## src/rtl/button_debounce_multi.sv

```systemverilog
// button_debounce_multi: per-channel synchronizer, debouncer, press/release pulses and optional auto-repeat.
// Auto-repeat FSMs exist only when BUTTON_AUTO_REPEAT_EN is defined; otherwise repeat_pulse is tied to 0.
module button_debounce_multi #(
    parameter int N_CH          = 5,
    parameter int DEB_CYCLES    = 100000,
    parameter int HOLD_CYCLES   = 50000000,
    parameter int REPEAT_CYCLES = 10000000
) (
    input  logic            clk,
    input  logic            rst_n,
    input  logic [N_CH-1:0] but_in,
    output logic [N_CH-1:0] but_out,
    output logic [N_CH-1:0] press_pulse,
    output logic [N_CH-1:0] release_pulse,
    output logic [N_CH-1:0] repeat_pulse
);
    localparam int DW = $clog2(DEB_CYCLES + 1);
    localparam logic [DW-1:0] DEB_LAST = DW'(DEB_CYCLES - 1);

    if (N_CH < 1 || N_CH > 32 || DEB_CYCLES < 1 || HOLD_CYCLES < 1 || REPEAT_CYCLES < 1) begin : g_bad_param
        $error("button_debounce_multi: parameter out of range");
    end

    logic [N_CH-1:0] meta_q, sync_q, out_q, out_d, press_q, press_d, rel_q, rel_d;
    logic [DW-1:0]   dcnt_q [N_CH];
    logic [DW-1:0]   dcnt_d [N_CH];

    // Counter runs only while the synchronized level disagrees with the accepted level.
    always_comb begin
        out_d   = out_q;
        press_d = '0;
        rel_d   = '0;
        for (int i = 0; i < N_CH; i++) begin
            dcnt_d[i] = '0;
            if (sync_q[i] != out_q[i]) begin
                if (dcnt_q[i] == DEB_LAST) begin
                    out_d[i]   = sync_q[i];
                    press_d[i] = sync_q[i];
                    rel_d[i]   = ~sync_q[i];
                end else begin
                    dcnt_d[i] = dcnt_q[i] + 1'b1;
                end
            end
        end
    end

    always_ff @(posedge clk or negedge rst_n) begin
        if (!rst_n) begin
            meta_q  <= '0;
            sync_q  <= '0;
            out_q   <= '0;
            press_q <= '0;
            rel_q   <= '0;
            for (int i = 0; i < N_CH; i++) dcnt_q[i] <= '0;
        end else begin
            meta_q  <= but_in;
            sync_q  <= meta_q;
            out_q   <= out_d;
            press_q <= press_d;
            rel_q   <= rel_d;
            for (int i = 0; i < N_CH; i++) dcnt_q[i] <= dcnt_d[i];
        end
    end

    assign but_out       = out_q;
    assign press_pulse   = press_q;
    assign release_pulse = rel_q;

`ifdef BUTTON_AUTO_REPEAT_EN
    typedef enum logic [1:0] {IDLE, HOLD, REPEAT} rpt_state_e;

    localparam int RMAX = (HOLD_CYCLES > REPEAT_CYCLES) ? HOLD_CYCLES : REPEAT_CYCLES;
    localparam int RW   = $clog2(RMAX + 1);
    localparam logic [RW-1:0] HOLD_LAST = RW'(HOLD_CYCLES - 1);
    localparam logic [RW-1:0] REP_LAST  = RW'(REPEAT_CYCLES - 1);

    rpt_state_e      st_q   [N_CH];
    rpt_state_e      st_d   [N_CH];
    logic [RW-1:0]   rcnt_q [N_CH];
    logic [RW-1:0]   rcnt_d [N_CH];
    logic [N_CH-1:0] rpt;

    // Leaving on the falling debounced edge keeps the release cycle itself in IDLE, so no pulse there.
    always_comb begin
        rpt = '0;
        for (int i = 0; i < N_CH; i++) begin
            st_d[i]   = st_q[i];
            rcnt_d[i] = rcnt_q[i] + 1'b1;
            case (st_q[i])
                IDLE: begin
                    rcnt_d[i] = '0;
                    st_d[i]   = press_q[i] ? HOLD : IDLE;
                end
                HOLD: begin
                    if (rcnt_q[i] == HOLD_LAST) begin
                        st_d[i]   = REPEAT;
                        rcnt_d[i] = '0;
                        rpt[i]    = 1'b1;
                    end
                end
                REPEAT: begin
                    if (rcnt_q[i] == REP_LAST) begin
                        rcnt_d[i] = '0;
                        rpt[i]    = 1'b1;
                    end
                end
                default: begin
                    st_d[i]   = IDLE;
                    rcnt_d[i] = '0;
                end
            endcase
            if (rel_d[i]) begin
                st_d[i]   = IDLE;
                rcnt_d[i] = '0;
            end
        end
    end

    always_ff @(posedge clk or negedge rst_n) begin
        if (!rst_n) begin
            for (int i = 0; i < N_CH; i++) begin
                st_q[i]   <= IDLE;
                rcnt_q[i] <= '0;
            end
        end else begin
            for (int i = 0; i < N_CH; i++) begin
                st_q[i]   <= st_d[i];
                rcnt_q[i] <= rcnt_d[i];
            end
        end
    end

    assign repeat_pulse = rpt;
`else
    assign repeat_pulse = '0;
`endif
endmodule

```

## config.mk

```make
export PLATFORM = sky130hd
export DESIGN_NAME = button_debounce_multi
export DESIGN_NICKNAME = d
export VERILOG_FILES = /design/src/rtl/button_debounce_multi.sv
export SDC_FILE = /design/constraint.sdc
export NUM_CORES = 1
export LEC_CHECK = 0
export ABC_AREA = 1
export BUFFER_PORTS_ARGS = -buffer_cell sky130_fd_sc_hd__buf_2
export CORE_MARGIN = 3
export CORE_UTILIZATION = 50
export DETAILED_ROUTE_END_ITERATION = 6
export GPL_ROUTABILITY_DRIVEN = 0
export PLACE_DENSITY = 0.67
export SYNTH_ARGS = -nofsm -noshare
export SYNTH_HDL_FRONTEND = slang
export SYNTH_SLANG_ARGS = --single-unit
export TNS_END_PERCENT = 1
```

## constraint.sdc

```tcl
create_clock -name clk -period 1.8 [get_ports clk]
set_input_delay 0.18 -clock clk [delete_from_list [all_inputs] [get_ports clk]]
set_output_delay 0.18 -clock clk [all_outputs]
set_load 0.05 [all_outputs]
```

Word level (Yosys, flattened, before mapping)
Index checks and enable logic that the tools add are counted.

ROM bits: 0. Bits in latches: 0. Bits in writable memories: 0. Logic and storage cells: 69. Register bits: 110. Memories: 0. Input port bits: 7.

Bitwise logic cells: 5. Divide/modulo/power cells: 0. Shift operators: 0. Multiply operators: 0. Mux-type cells: 30. Add/sub/neg operators: 5. Reductions and logical operators: 5. Order comparisons: 0. Eq/ne operators: 10.

Operator list (number): 17-bit two-way mux (10); 17-bit by 1-bit adder with 17-bit output (second input constant) (5); 17-bit == test (second input constant) (5); 1-bit two-way mux (20); 2-bit AND reduction (5); 1-bit inequality test (5); 1-bit NOT (5).

Depth between registers and ports, before layout
Word-level depth: 3. Mapped depth: 9. Gate-level depth less buffers: 9.

Least setup slack after synthesis
No wires, ideal clock.

Path kind: register to register. From: register out_q[0] (netlist: but_out[0]). To: register dcnt_q[77] in the netlist's numbering. Path slack: 406 ps. Path buffers: 0. Stages on the path, launching flop included: 6. Required time: 1679 ps. Period minus slack after synthesis: 1394 ps. Arrival: 1273 ps. Library setup time: 121 ps. Cell sequence: dfrtp_1 -> nor2_1 -> nor2_2 -> inv_1 -> nand2_2 -> nor2_1.

RTL lines: start: declaration (RTL line 24) `logic [N_CH-1:0] meta_q, sync_q, out_q, out_d, press_q, press_d, rel_q, rel_d;`; start signal: assignment (RTL line 58) `out_q <= out_d;`; end: declaration (RTL line 25) `logic [DW-1:0] dcnt_q [N_CH];`.

==> impl_metrics.yaml <==
run_status:
  status: "complete, no violations"
placed_design:
  dpl_cell_area_um2: 6010
  dp_hpwl_um: 8120
  port-buffer-count: 21
  place_ws_ns: 0.287
yosys:
  synth_cell_types: 26
  ys_warn_count: 0
  avgSynthCellArea_um2: 7.74
  synth.top_cell.area_share: 0.483
  ys_ff_latch: 110
  yosys-top-cells-area: "dfrtp_1 (48%), nor2_1 (12%), nand2_1 (11%)"
  seq_area_frac_synth: 0.483
  syn_area_um2: 5700
  yosysTopAreaCell: "dfrtp_1"
  syn_inst: 737
critical_path:
  r2r_start: "dcnt_q[68]$_DFF_PN0_"
  cp.buffers_inverters: 2
  r2r_slack_ns: 0.30
  r2r_cells: 8
  required_ns: 2.08
  worstPathCellList: "ha_1 > nand2_1 > inv_1 > nand2_1 > inv_1 > nand3_1 > nand2_2 > nor2_1"
  crit_slowest_cell: "dfrtp_1"
  endpoint_kind: "register"
  critPathArrivalTime_ns: 1.78
  critPathMaxFanout: 9
  cp_top_family: "simple AND/OR/NAND/NOR gates"
  path_class: "reg -> reg"
  start_kind: "register"
  slowest_delay_ns: 0.40
  reg2reg_to: "dcnt_q[77]$_DFF_PN0_"
  startpoint: "dcnt_q[68]$_DFF_PN0_"
sta:
  fin_ws_ns: 0.304
  rsz0062_at_grt: "false"
  setup_tns_ns: 0
  clock_skew_ns: 0.00860
  fin_crit_ns: 1.50
  maxSlewViolCount: 0
  fin_crit_sh: 0.831
  setup_violations: 0
  final-hold-violation-count: 0
  max_freq_ghz: 0.669
floorplan:
  start_util: 0.519
  fp.dieW_um: 113
  rows: 38
  io_pins: 27
  die_h_um: 113
  die_area_um2: 12700
  coreArea_um2: 11000
global_routing:
  track_usage: 0.188
  grt_pass1_wl_um: 19800
  antenna_found_initial: 0
  grt_max_degree: 34
  grt_pass1_vias: 4462
  overflow: 0
finish:
  syn2layout_area_growth_pct: 11.4
  mostFrequentLayoutCell: "nor2_1"
  fin_util: 0.578
  final_cell_mix: "nor2_1 (179), nand2_1 (170), dfrtp_1 (110)"
  final_cell_area_um2: 6350
  drive_gt1_frac: 0.117
  layout.nets: 788
  diodes: 0
  fillers: 1014
clocking:
  numCtsBuffers: 9
  tritoncts: "yes"
  clockBufferDepth: 2
  numClockSinks: 110
  cts_root_buf: "clkbuf_16"
  clk_pin_slew_ns: 0.07
  h-tree-depth: 3
  clk_latency_ns: 0.35
  cts_setup_buffers: 0
  ctsResizeCount: 0
job:
  drv_cap: 0
drt:
  drt-pass1-iter-count: 6
  drt_iter0_markers: 257
  drc: 0
  via_per_inst: 5.07
  antenna_left: 0
  vias: 4669
  wl_per_cell_um: 11.8
  routed_wl_um: 10900
power_and_ir_drop:
  power.total_mw: 4.62
  ir_drop_v: 0.000576
  p_per_area_nw_per_um2: 727
  p_leak_nw: 2.79
worst_hold_path:
  worstHoldPathType: "in -> async"
## cell usage after synthesis
cell type,instances
nor2_1,179
nand2_1,170
dfrtp_1,110
inv_1,67
nand3_1,49
xor2_1,25
nand2_2,24
nand4_1,18
nor3_1,18
o21bai_1,18
nor2_2,13
nor2_4,6
o21ai_0,6
a21o_1,5
buf_4,5
ha_1,5
or2_2,4
a21oi_1,3
o21ai_1,3
buf_2,2
xnor2_1,2
conb_1,1
inv_2,1
nand2_4,1
nand3b_1,1
o21bai_2,1
## layer usage
metal / wire [um] / global-route usage / vias to the layer above
met3: 428 / 0.0449 / 18
met4: 152 / 0.0521 / 0
li1: - / - / 2383
met5: 0 / 0 / -
met1: 5200 / 0.249 / 2181
met2: 5110 / 0.312 / 87
## cells by family (layout without fill, tap and decap cells)
kind of cell / count (synthesis) / count (layout) / synth area share
other: 1 / 5 / 0.000658
and+or+nand+nor: 483 / 483 / 0.368
xor gates and xnor gates: 27 / 27 / 0.0415
DFF: 110 / 110 / 0.483
AOI/OAI and AO/OA: 36 / 36 / 0.0428
buffers and inverters: 75 / 115 / 0.0531
adders and majority gates: 5 / 5 / 0.0110
## final cells by class
cell class	count	area, um^2	area share
Sequential cell	110	2750	0.433
Multi-Input combinational cell	556	2660	0.419
Inverter	68	255	0.0402
Clock buffer	9	225	0.0355
Timing Repair Buffer	31	223	0.0351
Tap cell	140	175	0.0276
Clock inverter	7	57.6	0.00906
## power breakdown
| part | switching (mW) | total [mW] | internal [mW] |
|---|---|---|---|
| sequential | 0.0272 | 2.53 | 2.51 |
| combinational | 0.141 | 0.198 | 0.0569 |
| clock | 0.930 | 1.89 | 0.956 |
| total | 1.10 | 4.62 | 3.52 |
## state kept, by name, summed over array words and instances, names as in the netlist
register       count
release_pulse      5
dcnt_q            85
meta_q             5
press_pulse        5
sync_q             5
but_out            5
## per-stage QoR
step,std cells,hold WS (ns)
2_1_floorplan,741,-0.116
3_3_place_gp,899,0.159
3_5_place_dp,899,0.159
4_1_cts,921,0.331
5_1_grt,921,0.344
6_report,921,0.308
## how the worst max path moves through the flow
stage	end	slack, ns	cells past startpoint
final	dcnt_q[77]$_DFF_PN0_	0.30	8
after global placement	dcnt_q[15]$_DFF_PN0_	0.37	8
after CTS	dcnt_q[77]$_DFF_PN0_	0.28	8
after floorplan	dcnt_q[77]$_DFF_PN0_	0.41	5
after global routing	dcnt_q[77]$_DFF_PN0_	0.13	8
after detailed placement	dcnt_q[77]$_DFF_PN0_	0.29	8
## timing repair
item | in CTS | in global routing
setup endpoints to repair | 0 | 0
hold endpoints to repair | 35 | 0
hold buffers | 6 | 0
Note: power is estimated with default switching activity, not from simulation.
